===== config.mk =====
export PLATFORM = sky130hd
export DESIGN_NAME = da_spi_sched
export DESIGN_NICKNAME = d
export VERILOG_FILES = /design/src/rtl/da_spi_sched.sv
export SDC_FILE = /design/constraint.sdc
export NUM_CORES = 1
export LEC_CHECK = 0
export CAP_MARGIN = 15
export CORE_ASPECT_RATIO = 0.5
export CORE_MARGIN = 4
export CORE_UTILIZATION = 38
export CTS_CLUSTER_DIAMETER = 120
export CTS_CLUSTER_SIZE = 25
export DETAILED_ROUTE_END_ITERATION = 12
export GPL_TIMING_DRIVEN = 0
export HOLD_SLACK_MARGIN = 0.06
export PLACE_DENSITY = 0.84
export SLEW_MARGIN = 30
export SYNTH_ARGS = -nofsm -noshare
export SYNTH_HDL_FRONTEND = slang
export SYNTH_SLANG_ARGS = --single-unit

===== constraint.sdc =====
create_clock -name clk_spi -period 4.45 [get_ports clk_spi]
set_input_delay 0.6675 -clock clk_spi [delete_from_list [all_inputs] [get_ports clk_spi]]
set_output_delay 0.6675 -clock clk_spi [all_outputs]
set_load 0.01 [all_outputs]

===== src/rtl/da_spi_sched.sv =====
// da_spi_sched: shares one SPI DAC writer between NREQ requesters, one frame per FRAME_CYCLES clocks.
// Define DA_SCHED_RR_EN for round-robin arbitration; otherwise the lowest asserted index wins.
module da_spi_sched #(
  parameter int  NREQ         = 4,
  parameter int  FRAME_CYCLES = 20,
  localparam int CW           = $clog2(NREQ)
) (
  input  logic               clk_spi,
  input  logic               rst_n,
  input  logic               sched_en,
  input  logic [NREQ-1:0]    req,
  input  logic [16*NREQ-1:0] req_data,
  output logic [NREQ-1:0]    ack,
  output logic               da_start,
  output logic [15:0]        da_data,
  output logic [CW-1:0]      grant_id,
  output logic               busy
);
  localparam int TW = $clog2(FRAME_CYCLES);

  typedef enum logic [1:0] {ST_IDLE, ST_START, ST_WAIT} state_t;

  state_t        state, state_nxt;
  logic [TW-1:0] cnt, cnt_nxt;
  logic          grant;
  logic [CW-1:0] win;

`ifdef DA_SCHED_RR_EN
  logic [CW-1:0] rr_ptr;

  // Search starts just past the last winner and wraps modulo NREQ.
  always_comb begin : win_sel
    logic found;
    found = 1'b0;
    win   = '0;
    for (int i = 1; i <= NREQ; i++) begin
      if (!found && req[CW'((int'(rr_ptr) + i) % NREQ)]) begin
        win   = CW'((int'(rr_ptr) + i) % NREQ);
        found = 1'b1;
      end
    end
  end

  always_ff @(posedge clk_spi or negedge rst_n) begin
    if (!rst_n)     rr_ptr <= CW'(NREQ - 1);
    else if (grant) rr_ptr <= win;
  end
`else
  always_comb begin
    win = '0;
    for (int i = NREQ - 1; i >= 0; i--)
      if (req[CW'(i)]) win = CW'(i);
  end
`endif

  always_comb begin
    state_nxt = state;
    cnt_nxt   = cnt;
    grant     = 1'b0;
    case (state)
      ST_IDLE: begin
        if (sched_en && |req) begin
          grant     = 1'b1;
          state_nxt = ST_START;
        end
      end
      ST_START: begin
        cnt_nxt   = TW'(FRAME_CYCLES - 2);
        state_nxt = ST_WAIT;
      end
      ST_WAIT: begin
        // Hitting zero here lands the next capture exactly FRAME_CYCLES after the last one.
        if (cnt == '0) begin
          if (sched_en && |req) begin
            grant     = 1'b1;
            state_nxt = ST_START;
          end else begin
            state_nxt = ST_IDLE;
          end
        end else begin
          cnt_nxt = cnt - 1'b1;
        end
      end
      default: state_nxt = ST_IDLE;
    endcase
  end

  always_ff @(posedge clk_spi or negedge rst_n) begin
    if (!rst_n) begin
      state    <= ST_IDLE;
      cnt      <= '0;
      ack      <= '0;
      da_start <= 1'b0;
      da_data  <= '0;
      grant_id <= '0;
      busy     <= 1'b0;
    end else begin
      state    <= state_nxt;
      cnt      <= cnt_nxt;
      da_start <= (state == ST_START);
      busy     <= (state_nxt != ST_IDLE);
      ack      <= '0;
      if (grant) begin
        ack[win] <= 1'b1;
        da_data  <= req_data[16*win +: 16];
        grant_id <= win;
      end
    end
  end
endmodule


==> flow_metrics.py <==
metrics = {
    "placement": {
        "dp_hpwl_um": 2500,
        "place_area_um2": 2030,
        "place.gp.congestion": 0.689,
        "port-buffer-count": 59,
    },
    "sta": {
        "tns_ps": 0,
        "fmax_ghz": 0.378,
        "fin_crit_ps": 2650,
        "skew_ps": 12.3,
        "post-route-period-util_pct": 59.5,
        "rsz0062_at_grt": "no",
        "report.final.slew_viol_count": 0,
        "finalSetupViolations": 0,
        "tightest_slew_ps": 778,
        "finalHoldViolCount": 0,
        "slew_headroom_pct": 48.1,
    },
    "critical_path": {
        "regToRegSetupSlack_ps": 1800,
        "r2r_cells": 6,
        "crit_type": "register to register",
        "endpoint_kind": "register",
        "crit_slowest_cell": "a2111oi_4",
        "critPathMaxStageDelay_ps": 780,
        "timing.rr.end": "da_data[0]",
        "worstSetupStartpointType": "register",
        "arrival_ps": 2810,
        "r2r_start": "cnt[0]",
        "required_ps": 4610,
        "crit_chain": "inv_1 > ha_1 > or4b_4 > a2111oi_4 > buf_8 > mux2_4",
        "path_max_fanout": 10,
    },
    "power_and_ir_drop": {
        "p_per_area_nw_per_um2": 575,
        "ir_worst_vdd_v": 0.000229,
        "p_leak_uw": 0.000900,
    },
    "clocking": {
        "post-cts-setup-buffers": 0,
        "numCtsBuffers": 3,
        "cts.clk_slew.worst_paths_ps": 100,
        "root_buffer": "clkbuf_8",
        "ctsHoldBuffers": 0,
        "cts_resized": 0,
        "htreeDepth": 1,
        "clk_latency_ps": 280,
        "cts.sinks": 28,
        "clock_path_buffers": 2,
        "cts_tree": "built",
    },
    "yosys": {
        "ys_seq_elements": 28,
        "synthFlopType": "dfrtp_1",
        "yosysUniqueCellTypes": 26,
        "async_flop_share_pct": 100,
        "synth-edff-count": 0,
        "synth_area_um2": 1370,
        "ys_warn_count": 0,
        "netlist_instances": 100,
        "ys_seq_area_share_pct": 51.0,
        "syn_avg_cell_area_um2": 13.7,
    },
    "floorplanning": {
        "rows": 15,
        "ios": 95,
        "die_area_um2": 4700,
        "core_um2": 3450,
        "die_h_um": 50.5,
        "initial_core_util_pct": 39.7,
        "die_w_um": 93.0,
    },
    "routing": {
        "drt_first_pass_iters": 4,
        "wirelength_um": 3140,
        "wire_per_inst_um": 14.5,
        "num_vias": 973,
        "dr.first_iter.drc_count": 27,
        "routed_via_density": 4.50,
        "drc": 0,
        "ant_nets": 0,
    },
    "grt": {
        "met3_usage_pct": 3.14,
        "first_global_vias": 1031,
        "use_met1_pct": 17.0,
        "top_usage_layer": "met2",
        "antenna_found_initial": 0,
        "met2_usage_pct": 25.5,
        "gr-usage-all-layers_pct": 13.9,
        "grt_pass1_wl_um": 5120,
        "grt_max_degree": 29,
        "overflow": 0,
    },
    "cells_and_area": {
        "multi_input_area_um2": 608,
        "nNetsFinal": 238,
        "design_area_um2": 2100,
        "antennaDiodeCount": 0,
        "seqCellArea_um2": 701,
        "fill_cells": 286,
        "layout-drive-gt1-share_pct": 26.1,
        "syn2layout_area_growth_pct": 53.1,
    },
    "run": {
        "maxCapViolCount": 0,
    },
    "run_status": {
        "outcome": "finished clean",
    },
    "worst_hold_path": {
        "hold_path_class": "primary input to async pin",
    },
}
==> worst max-delay path by stage <==
stage,startpoint,endpoint,cells past startpoint
floorplan,cnt[0],da_data[0],6
global placement,req[0],da_data[0],5
detailed placement,req[0],da_data[0],5
CTS,cnt[0],da_data[0],6
global route,cnt[0],da_data[0],6
finish,cnt[0],da_data[0],6
==> metal layers <==
metal / vias to the layer above / share of wire [%]
li1: 477 / -
met1: 482 / 42
met2: 12 / 56
met3: 2 / 1.9
met4: 0 / 0.064
met5: - / 0
==> registers in the layout (all words and copies together), names as in the netlist <==
| signal | count |
|---|---|
| da_data | 16 |
| cnt | 5 |
| ack | 2 |
| state | 2 |
| busy | 1 |
| da_start | 1 |
| grant_id | 1 |
==> synthesized netlist by cell type (2+ instances only) <==
cell type  number  area [µm²]
a21oi_1         2        10.0
buf_4           3        22.5
clkbuf_1        2        7.51
dfrtp_1        28         701
inv_1           7        26.3
mux2_2         25         282
mux2_4          7         105
mux2i_1         3        30.0
nand2_1         3        11.3
nand2b_1        2        12.5
o211ai_1        2        15.0
o31ai_1         2        15.0
==> logic make-up (layout without fill, tap and decap cells) <==
| logic type | count (synthesis) | in the layout | share of synthesized area, % |
|---|---|---|---|
| adders and majority gates | 1 | 1 | 0.911 |
| muxes | 35 | 35 | 30.4 |
| buffers and inverters | 13 | 76 | 5.20 |
| AOI/OAI and AO/OA | 10 | 10 | 6.47 |
| and+or+nand+nor | 12 | 12 | 5.74 |
| DFF | 28 | 28 | 51.0 |
| other | 1 | 3 | 0.273 |
==> worst max-delay path: cells and delay by family (launching register included) <==
| family | cells | cell delay (ps) |
|---|---|---|
| DFF | 1 | 420 |
| muxes | 1 | 310 |
| and+or+nand+nor | 1 | 520 |
| buffers and inverters | 2 | 310 |
| AOI/OAI and AO/OA | 1 | 780 |
| adders and majority gates | 1 | 190 |
==> final cells by class <==
type | count | area share, %
Buffer | 6 | 2.14
Clock buffer | 3 | 1.97
Clock inverter | 1 | 1.43
Inverter | 7 | 1.25
Multi-Input combinational cell | 61 | 28.9
Sequential cell | 28 | 33.4
Tap cell | 51 | 3.04
Timing Repair Buffer | 59 | 27.9
==> metrics by stage <==
stage	power, µW	worst slack, ps	hold slack (ps)	instances	utilization (%)
after floorplan	738	2060	372	102	-
after global placement	996	1650	491	212	58.9
after detailed placement	1020	1620	491	212	58.8
after CTS	1220	1800	409	216	60.8
after global routing	1280	1680	435	216	60.8
final	1210	1800	382	216	60.8
==> where the power goes <==
part,internal [µW],switching (µW)
clock network,120,79.8
logic,349,210
registers,372,75.8
==> cells in the final DEF, fill, tap and decap left out, types with 3 or more instances in the layout <==
| master | instances |
|---|---|
| mux2_4 | 7 |
| nand2_1 | 3 |
| clkdlybuf4s50_1 | 58 |
| mux2i_1 | 3 |
| clkbuf_8 | 3 |
| dfrtp_1 | 28 |
| buf_4 | 3 |
| inv_1 | 7 |
| mux2_2 | 25 |
| conb_1 | 3 |
No activity file was read; power rests on OpenSTA's default activity.
